**config.mk**
```make
export PLATFORM = sky130hd
export DESIGN_NAME = acc_io_port_flat
export DESIGN_NICKNAME = d
export VERILOG_FILES = /design/src/rtl/acc_io_port_if.sv /design/src/rtl/acc_io_port.sv /design/src/flat_wrapper.sv
export SDC_FILE = /design/constraint.sdc
export NUM_CORES = 1
export LEC_CHECK = 0
export ABC_AREA = 0
export CAP_MARGIN = 10
export CORE_ASPECT_RATIO = 0.8
export CORE_UTILIZATION = 54
export DETAILED_ROUTE_END_ITERATION = 8
export PLACE_DENSITY_LB_ADDON = 0.15
export SLEW_MARGIN = 20
export SYNTH_ARGS = -nofsm -noshare
export SYNTH_HDL_FRONTEND = slang
export SYNTH_SLANG_ARGS = --single-unit
```
**constraint.sdc**
```tcl
create_clock -name CLK -period 4.1 [get_ports CLK]
set_input_delay 0.41 -clock CLK [delete_from_list [all_inputs] [get_ports CLK]]
set_output_delay 0.41 -clock CLK [all_outputs]
set_load 0.01 [all_outputs]
```
**src/rtl/acc_io_port_if.sv**
```systemverilog
// acc_io_port_if
//   Bundles the handshake and data signals of the accumulator machine's
//   memory-mapped I/O port. The slave modport is the port itself; the
//   master modport is whatever drives it (external producer/sink plus the
//   CPU control and memory stage).
//
//   Input side  : ExtInData/ExtInValid/ExtInReady (external producer),
//                 IORead/IOIn/IOInAvail/InCount   (CPU consumer)
//   Output side : IOOut/IOWrite                   (CPU producer),
//                 ExtOutData/ExtOutValid/ExtOutReady (external sink)
//   Status      : Overrun/Underrun sticky flags, ClearErr clears both
interface acc_io_port_if #(
  parameter int DATA_WIDTH = 16,
  parameter int DEPTH_LOG2 = 2
);
  logic [DATA_WIDTH-1:0] ExtInData;
  logic                  ExtInValid;
  logic                  ExtInReady;
  logic                  IORead;
  logic [DATA_WIDTH-1:0] IOIn;
  logic                  IOInAvail;
  logic [DEPTH_LOG2:0]   InCount;
  logic [DATA_WIDTH-1:0] IOOut;
  logic                  IOWrite;
  logic [DATA_WIDTH-1:0] ExtOutData;
  logic                  ExtOutValid;
  logic                  ExtOutReady;
  logic                  Overrun;
  logic                  Underrun;
  logic                  ClearErr;

  // The I/O port block itself.
  modport slave (
    input  ExtInData, ExtInValid, IORead, IOOut, IOWrite, ExtOutReady, ClearErr,
    output ExtInReady, IOIn, IOInAvail, InCount, ExtOutData, ExtOutValid,
           Overrun, Underrun
  );

  // Everything surrounding the port: external world, control and memory stage.
  modport master (
    output ExtInData, ExtInValid, IORead, IOOut, IOWrite, ExtOutReady, ClearErr,
    input  ExtInReady, IOIn, IOInAvail, InCount, ExtOutData, ExtOutValid,
           Overrun, Underrun
  );
endinterface

```
**src/rtl/acc_io_port.sv**
```systemverilog
// acc_io_port
//   Memory-mapped I/O port of the 16-bit accumulator machine.
//   Input side : a small circular FIFO buffers external words; the head word
//                is presented combinationally on IOIn (zero when empty) and
//                popped by a one-cycle IORead pulse from control.
//   Output side: a two-state IDLE/HOLD register captures IOOut on IOWrite and
//                offers it to the external sink with a ready/valid handshake.
//   Errors     : Overrun (IOWrite dropped while HOLD is blocked) and Underrun
//                (IORead with FIFO empty) are sticky until ClearErr.
//
// Ports
//   CLK   : single rising-edge clock
//   Reset : asynchronous, active-low; clears pointers, count, output
//           register, FSM and flags
//   bus   : acc_io_port_if slave modport carrying all data/handshake signals
module acc_io_port #(
  parameter int DATA_WIDTH = 16,
  parameter int DEPTH_LOG2 = 2
) (
  input logic           CLK,
  input logic           Reset,
  acc_io_port_if.slave  bus
);

  localparam int DEPTH = 1 << DEPTH_LOG2;

  typedef logic [DEPTH_LOG2-1:0] ptr_t;
  typedef logic [DEPTH_LOG2:0]   count_t;

  localparam ptr_t   PTR_ONE    = ptr_t'(1);
  localparam count_t COUNT_ONE  = count_t'(1);
  localparam count_t COUNT_FULL = count_t'(DEPTH);

  typedef enum logic {
    OUT_IDLE = 1'b0,
    OUT_HOLD = 1'b1
  } out_state_t;

  // ------------------------------------------------------------------
  // Input FIFO state
  // ------------------------------------------------------------------
  logic [DATA_WIDTH-1:0] mem [DEPTH];
  ptr_t                  wr_ptr_q;
  ptr_t                  rd_ptr_q;
  count_t                count_q;

  logic fifo_full;
  logic fifo_empty;
  logic push;
  logic pop;
  logic underrun_evt;

  assign fifo_full  = (count_q == COUNT_FULL);
  assign fifo_empty = (count_q == '0);

  // A pop frees a slot only after the edge, so a full FIFO refuses the
  // producer even when a pop happens in the same cycle.
  assign push         = bus.ExtInValid & ~fifo_full;
  assign pop          = bus.IORead & ~fifo_empty;
  assign underrun_evt = bus.IORead & fifo_empty;

  // Pointers and occupancy. Simultaneous push and pop leave the count alone.
  always_ff @(posedge CLK or negedge Reset) begin
    if (!Reset) begin
      wr_ptr_q <= '0;
      rd_ptr_q <= '0;
      count_q  <= '0;
    end else begin
      if (push) begin
        wr_ptr_q <= wr_ptr_q + PTR_ONE;
      end
      if (pop) begin
        rd_ptr_q <= rd_ptr_q + PTR_ONE;
      end
      if (push && !pop) begin
        count_q <= count_q + COUNT_ONE;
      end else if (pop && !push) begin
        count_q <= count_q - COUNT_ONE;
      end
    end
  end

  // Storage needs no reset: stale words are never visible because IOIn is
  // gated while the FIFO is empty and the pointers restart at zero.
  always_ff @(posedge CLK) begin
    if (Reset && push) begin
      mem[wr_ptr_q] <= bus.ExtInData;
    end
  end

  assign bus.ExtInReady = ~fifo_full;
  assign bus.IOInAvail  = ~fifo_empty;
  assign bus.IOIn       = fifo_empty ? '0 : mem[rd_ptr_q];
  assign bus.InCount    = count_q;

  // ------------------------------------------------------------------
  // Output handoff register
  // ------------------------------------------------------------------
  out_state_t            out_state_q;
  out_state_t            out_state_d;
  logic                  out_load;
  logic                  overrun_evt;
  logic [DATA_WIDTH-1:0] out_data_q;

  // IDLE accepts any IOWrite. HOLD accepts a new word only when the sink
  // takes the current one on the same edge; otherwise the write is dropped
  // and reported as an overrun.
  always_comb begin
    out_state_d = out_state_q;
    out_load    = 1'b0;
    overrun_evt = 1'b0;
    case (out_state_q)
      OUT_IDLE: begin
        if (bus.IOWrite) begin
          out_load    = 1'b1;
          out_state_d = OUT_HOLD;
        end
      end
      OUT_HOLD: begin
        if (bus.ExtOutReady) begin
          if (bus.IOWrite) begin
            out_load    = 1'b1;
            out_state_d = OUT_HOLD;
          end else begin
            out_state_d = OUT_IDLE;
          end
        end else if (bus.IOWrite) begin
          overrun_evt = 1'b1;
        end
      end
      default: begin
        out_state_d = OUT_IDLE;
      end
    endcase
  end

  always_ff @(posedge CLK or negedge Reset) begin
    if (!Reset) begin
      out_state_q <= OUT_IDLE;
      out_data_q  <= '0;
    end else begin
      out_state_q <= out_state_d;
      if (out_load) begin
        out_data_q <= bus.IOOut;
      end
    end
  end

  assign bus.ExtOutData  = out_data_q;
  assign bus.ExtOutValid = (out_state_q == OUT_HOLD);

  // ------------------------------------------------------------------
  // Sticky error flags: a fresh event in the ClearErr cycle wins.
  // ------------------------------------------------------------------
  logic overrun_q;
  logic underrun_q;
  logic overrun_d;
  logic underrun_d;

  always_comb begin
    overrun_d  = overrun_q;
    underrun_d = underrun_q;
    if (bus.ClearErr) begin
      overrun_d  = 1'b0;
      underrun_d = 1'b0;
    end
    if (overrun_evt) begin
      overrun_d = 1'b1;
    end
    if (underrun_evt) begin
      underrun_d = 1'b1;
    end
  end

  always_ff @(posedge CLK or negedge Reset) begin
    if (!Reset) begin
      overrun_q  <= 1'b0;
      underrun_q <= 1'b0;
    end else begin
      overrun_q  <= overrun_d;
      underrun_q <= underrun_d;
    end
  end

  assign bus.Overrun  = overrun_q;
  assign bus.Underrun = underrun_q;

endmodule

```
**src/flat_wrapper.sv**
```systemverilog
// flat-port wrapper written by rule: the top's interface ports become plain ports
module acc_io_port_flat 
#(
  parameter int DATA_WIDTH = 16,
  parameter int DEPTH_LOG2 = 2
)
  (CLK, Reset, bus_ExtInData, bus_ExtInValid, bus_IORead, bus_IOOut, bus_IOWrite, bus_ExtOutReady, bus_ClearErr, bus_ExtInReady, bus_IOIn, bus_IOInAvail, bus_InCount, bus_ExtOutData, bus_ExtOutValid, bus_Overrun, bus_Underrun);
  acc_io_port_if #(.DATA_WIDTH(DATA_WIDTH), .DEPTH_LOG2(DEPTH_LOG2)) bus_i ();
  input logic CLK;
  input logic Reset;
  input wire logic [$bits(bus_i.ExtInData)-1:0] bus_ExtInData;
  input wire logic [$bits(bus_i.ExtInValid)-1:0] bus_ExtInValid;
  input wire logic [$bits(bus_i.IORead)-1:0] bus_IORead;
  input wire logic [$bits(bus_i.IOOut)-1:0] bus_IOOut;
  input wire logic [$bits(bus_i.IOWrite)-1:0] bus_IOWrite;
  input wire logic [$bits(bus_i.ExtOutReady)-1:0] bus_ExtOutReady;
  input wire logic [$bits(bus_i.ClearErr)-1:0] bus_ClearErr;
  output wire logic [$bits(bus_i.ExtInReady)-1:0] bus_ExtInReady;
  output wire logic [$bits(bus_i.IOIn)-1:0] bus_IOIn;
  output wire logic [$bits(bus_i.IOInAvail)-1:0] bus_IOInAvail;
  output wire logic [$bits(bus_i.InCount)-1:0] bus_InCount;
  output wire logic [$bits(bus_i.ExtOutData)-1:0] bus_ExtOutData;
  output wire logic [$bits(bus_i.ExtOutValid)-1:0] bus_ExtOutValid;
  output wire logic [$bits(bus_i.Overrun)-1:0] bus_Overrun;
  output wire logic [$bits(bus_i.Underrun)-1:0] bus_Underrun;
  assign bus_i.ExtInData = bus_ExtInData;
  assign bus_i.ExtInValid = bus_ExtInValid;
  assign bus_i.IORead = bus_IORead;
  assign bus_i.IOOut = bus_IOOut;
  assign bus_i.IOWrite = bus_IOWrite;
  assign bus_i.ExtOutReady = bus_ExtOutReady;
  assign bus_i.ClearErr = bus_ClearErr;
  assign bus_ExtInReady = bus_i.ExtInReady;
  assign bus_IOIn = bus_i.IOIn;
  assign bus_IOInAvail = bus_i.IOInAvail;
  assign bus_InCount = bus_i.InCount;
  assign bus_ExtOutData = bus_i.ExtOutData;
  assign bus_ExtOutValid = bus_i.ExtOutValid;
  assign bus_Overrun = bus_i.Overrun;
  assign bus_Underrun = bus_i.Underrun;
  acc_io_port #(.DATA_WIDTH(DATA_WIDTH), .DEPTH_LOG2(DEPTH_LOG2)) u_core (.CLK(CLK), .Reset(Reset), .bus(bus_i));
endmodule
```
After elaboration in Yosys (flattened, before gate mapping)
Memory sizes are Yosys's and may differ from the RTL's. Cells that the tools add are included.

Add/sub/neg operators: 4. Equality and inequality tests: 1. Multiplexer cells: 15. Bitwise operators: 6. Reductions and logical operators: 9.

Operator list (count): two-way mux 16 bit (1); two-way mux 1 bit (10); two-way mux 3 bit (2); nonzero test 2 bit (3); adder 2 x 1 -> 2 bit, second input constant (2); one-hot mux 1 bit (2 select lines) (2); adder 3 x 1 -> 3 bit, second input constant (1); AND 1 bit (3); == test 3 bit, second input constant (1); logical AND 1 bit (3); zero test 3 bit (1); NOT 1 bit (3); subtractor 3 x 1 -> 3 bit, second input constant (1); zero test 1 bit (2).

Bits in registers: 26. Memory bits (writable): 64. Output and inout bits: 40. Logic and storage cells: 43. Memories: 1.

Memories: u_core.mem (words 4, bits a word 16, read ports 1, clocked after Yosys merged registers in 0, wr ports 1, RTL line acc_io_port.sv:42) `logic [DATA_WIDTH-1:0] mem [DEPTH];`.

Depth between registers and ports, before layout
Word-level depth: 7. Depth in mapped cells: 9.

Worst setup path before layout
OpenSTA, ideal clock, no wires.

Path type: register to register. Start: reg u_core.count_q[0] (netlist: u_core.bus.InCount[0]). End: reg u_core.count_q[2] (netlist: u_core.bus.InCount[2]). Arrival time: 2.089 ns. Setup slack: 1.932 ns. Stages on the path, launching flop included: 10. Buffers on the path: 1. Cell sequence: dfrtp_1 or3_1 clkbuf_1 nand2_1 ha_1 inv_1 fa_1 xor2_1 nor2_1 xor2_1.

Word-level cells in the longest chain between the ends: 6. Elaborated cells on any way between the ends: 15. Classes of those cells: add/sub: 2; eq/ne: 1; mux: 2; bitwise: 4; reduce/logical: 6.

Ends and longest elaborated chain: from (decl) (RTL line acc_io_port.sv:45) `count_t count_q;`; from (signal assigned) (RTL line acc_io_port.sv:76) `count_q <= count_q + COUNT_ONE;`; from (signal assigned) (RTL line acc_io_port.sv:78) `count_q <= count_q - COUNT_ONE;`; parallel branches: the longest is 6 deep, another holds subtractor 3 x 1 -> 3 bit.

Several ways; the timed one is not identified. The select of a mux whose other input is x is not followed. A chain may end at the register's enable or synchronous reset.

Final worst setup path
Start: reg u_core.rd_ptr_q[0]. End: out bus_IOIn[6].

Word-level cells in the longest chain between the ends: 2.

Ends and longest elaborated chain: from (decl) (RTL line acc_io_port.sv:44) `ptr_t rd_ptr_q;`; from (signal assigned) (RTL line acc_io_port.sv:73) `rd_ptr_q <= rd_ptr_q + PTR_ONE;`; memory (4 x 16 bit); two-way mux 16 bit (RTL line acc_io_port.sv:93) `assign bus.IOIn = fifo_empty ? '0 : mem[rd_ptr_q];`; to (decl) (RTL line flat_wrapper.sv:19) `output wire logic [$bits(bus_i.IOIn)-1:0] bus_IOIn;`.

Every way passes these cells.

==> out/results.tsv <==
stage	metric	value	unit
floorplan	placementRows	26	
sta	fin_tns_setup	0	ns
route	wl_met3	295	microns
synth	synth-seq-area-share	72.0	%
synth	synth_top_family_by_area	multiplexers	
layout	fill_cells	418	
route	ant_nets	0	
route	drt_iter0_drc	86	
layout	layout.cells.non_filler	355	
floorplan	coreArea	0.00638	sq mm
layout	drive_above_1_share	15.9	%
setup_path	cp.arrival	2.65	ns
synth	synth_adder_area_share	2.31	%
placement	place_inst	339	
synth	synth_edf_count	64	
cts	tritoncts	built	
layout	final_cell_area	0.00461	sq mm
synth	ys_ff_latch	90	
worst_hold_path	hold_class	primary input to asynchronous set/reset pin	
power_and_ir_drop	power_density	602	mW/mm^2
sta	hold_viol_final	0	
synth	synth.most_common_cell	edfxtp_1	
outcome	outcome	completed	
global_route	first_global_vias	1880	
cts	clk_latency	0.35	ns
cts	cts-hold-fix-buffers	0	
global_route	grt_antenna_before_repair	0	
placement	portBuffers	78	
cts	cts_setup_buffers	0	
floorplan	die_h	74.7	microns
setup_path	worstSetupPathType	flip-flop to output pin	
cts	numCtsBuffers	9	
synth	yosysTopAreaCell	edfxtp_1	
cts	cts_buffer_depth	2	
synth	synthFlopType	edfxtp_1	
sta	min_period	3.06	ns
layout	multi_input_comb_area	917	sq um
route	drt_wl_total	5980	microns
synth	synth_cells	182	
cts	htree_num_levels	3	
floorplan	die_w	92.9	microns
synth	synth_area_per_cell	19.6	sq um
route	avgRoutedWirePerCell	16.8	microns
sta	finalSetupViolations	0	
synth	synth_xor_area_share	1.47	%
setup_path	critical_path.top_delay_family	flip-flops	
route	met1_length	2650	microns
synth	synth_area	0.00357	sq mm
cts	post_cts_resized	0	
setup_path	cp-start-kind	flip-flop	
sta	timing.fmax	0.327	GHz
cts	clkTransAtPathRegs	0.08	ns
setup_path	cpPeakStageDelay	0.80	ns
synth	synthSimpleGateAreaFrac	4.62	%
global_route	overflow	0	
layout	areaGrowthSynthToFinish	29.0	%
setup_path	end_kind	output pin	
route	viasPerCell	5.30	
global_route	grt_util_all_layers	19.3	%
synth	synthTopCellsByCount	edfxtp_1 (64), dfrtp_1 (26), mux2_2 (18)	
synth	muxShareOfSynthArea	16.6	%
layout	finalCoreUtilization	72.3	%
sta	maxSlewViolCount	0	
placement	dpl-instance-area	0.00442	sq mm
cts	cts_sinks	90	
sta	slew_headroom	44.9	%
synth	synth_area_leaders	edfxtp_1 (54%), dfrtp_1 (18%), mux4_1 (5.9%)	
synth	async_flop_share	28.9	%
placement	dp_hpwl	4030	microns
floorplan	ios	79	
sta	rsz0062_at_grt	false	
sta	fin_crit_sh	74.6	%
synth	synth_top_area_share	53.8	%
layout	ff_latch_area	0.00257	sq mm
setup_path	critPathRequiredTime	3.69	ns
setup_path	crit_fanout	13	
floorplan	initial_core_util	56.0	%
route	first_pass_iters	4	
setup_path	crit_buf_inv	2	
route	vias	1880	
layout	layout.nets	311	
cts	cts_root_buffer	clkbuf_8	
setup_path	crit_slowest_cell	dfrtp_1	
floorplan	dieArea	0.00695	sq mm
synth	yosysWarnings	0	
route	drcViolationCount	0	
setup_path	path_cells	buf_4, mux4_1, and2_1, clkdlybuf4s50_1	
synth	syn_nets	227	
route	met2_length	2960	microns
route	top_layer	met4	
power_and_ir_drop	power.leakage	1.69	nW
layout	antenna_cells	0	
synth	synth_compound_area_share	0.665	%
flow_run	drv_cap	0	
power_and_ir_drop	ir_drop	0.000351	V
synth	yosysUniqueCellTypes	24	
sta	tightest_slew	0.827	ns
global_route	grt_max_degree	31	
global_route	grt_pass1_wl	9460	microns
placement	place_congestion	0.657	
sta	clock_skew	0.00415	ns
==> through the flow <==
| step | setup slack (ns) | hold WS [ns] | power (W) |
|---|---|---|---|
| floorplan | 1.93 | 0.114 | 0.00178 |
| global placement | 1.41 | 0.487 | 0.00221 |
| detailed placement | 1.40 | 0.496 | 0.00223 |
| CTS | 0.997 | 0.424 | 0.00281 |
| global route | 0.883 | 0.477 | 0.00293 |
| finish | 1.04 | 0.430 | 0.00277 |
==> power by group <==
part / switching (W) / internal (W)
Combinational: 0.000361 / 0.000596
Sequential: 0.000127 / 0.00112
Clock: 0.000293 / 0.000280
Total: 0.000782 / 0.00199
==> routing by layer <==
metal  vias up  GRT usage (%)
met3         9           6.77
met4         0           6.67
li1        862              -
met1       951           25.5
met2        58           30.6
met5         -              0
==> path summary, 6_finish.rpt <==
path                                                           start                                   end  slack [ns]  cells after the start
worst min register to register  u_core.bus.ExtOutData[1]$_DFFE_PN0P_  u_core.bus.ExtOutData[1]$_DFFE_PN0P_        0.51                      1
min in group CLK                u_core.bus.ExtOutData[1]$_DFFE_PN0P_  u_core.bus.ExtOutData[1]$_DFFE_PN0P_        0.51                      1
worst min-delay path                                           Reset     u_core.bus.InCount[2]$_DFFE_PN0P_        0.43                      2
worst max-delay path                  u_core.rd_ptr_q[0]$_DFFE_PN0P_                           bus_IOIn[6]        1.04                      4
max in group asynchronous                                      Reset      u_core.bus.ExtOutValid$_DFF_PN0_        3.40                      2
worst max register to register     u_core.bus.InCount[0]$_DFFE_PN0P_     u_core.bus.InCount[2]$_DFFE_PN0P_        1.61                      8
==> state kept, by name, indices dropped and copies added (netlist names) <==
name                    count
u_core.bus.Overrun          1
u_core.bus.ExtOutValid      1
u_core.rd_ptr_q             2
u_core.bus.ExtOutData      16
u_core.wr_ptr_q             2
u_core.bus.InCount          3
u_core.mem                 64
u_core.bus.Underrun         1
==> cell usage in the layout, fill, tap and decap left out, drive strengths merged, types with 5 or more instances in the layout <==
cell type	instances
and2	16
mux2	18
clkinv	5
inv	8
ha	5
clkbuf	9
mux4	16
edfxtp	64
dfrtp	26
clkdlybuf4s50	78
==> cell type report <==
cell class / count / area share [%]
Clock inverter: 7 / 1.49
Tap cell: 84 / 2.28
Clock buffer: 9 / 2.69
Inverter: 7 / 0.570
Timing Repair Buffer: 80 / 17.3
Multi-Input combinational cell: 78 / 19.9
Sequential cell: 90 / 55.8
==> cells by family after synthesis <==
| group | Yosys count |
|---|---|
| flops | 90 |
| mux | 34 |
| fa+ha+maj | 6 |
| buf+inv | 14 |
| compound gates | 3 |
| simple gates | 29 |
| xor+xnor | 6 |
No activity file was read; power rests on OpenSTA's default activity.
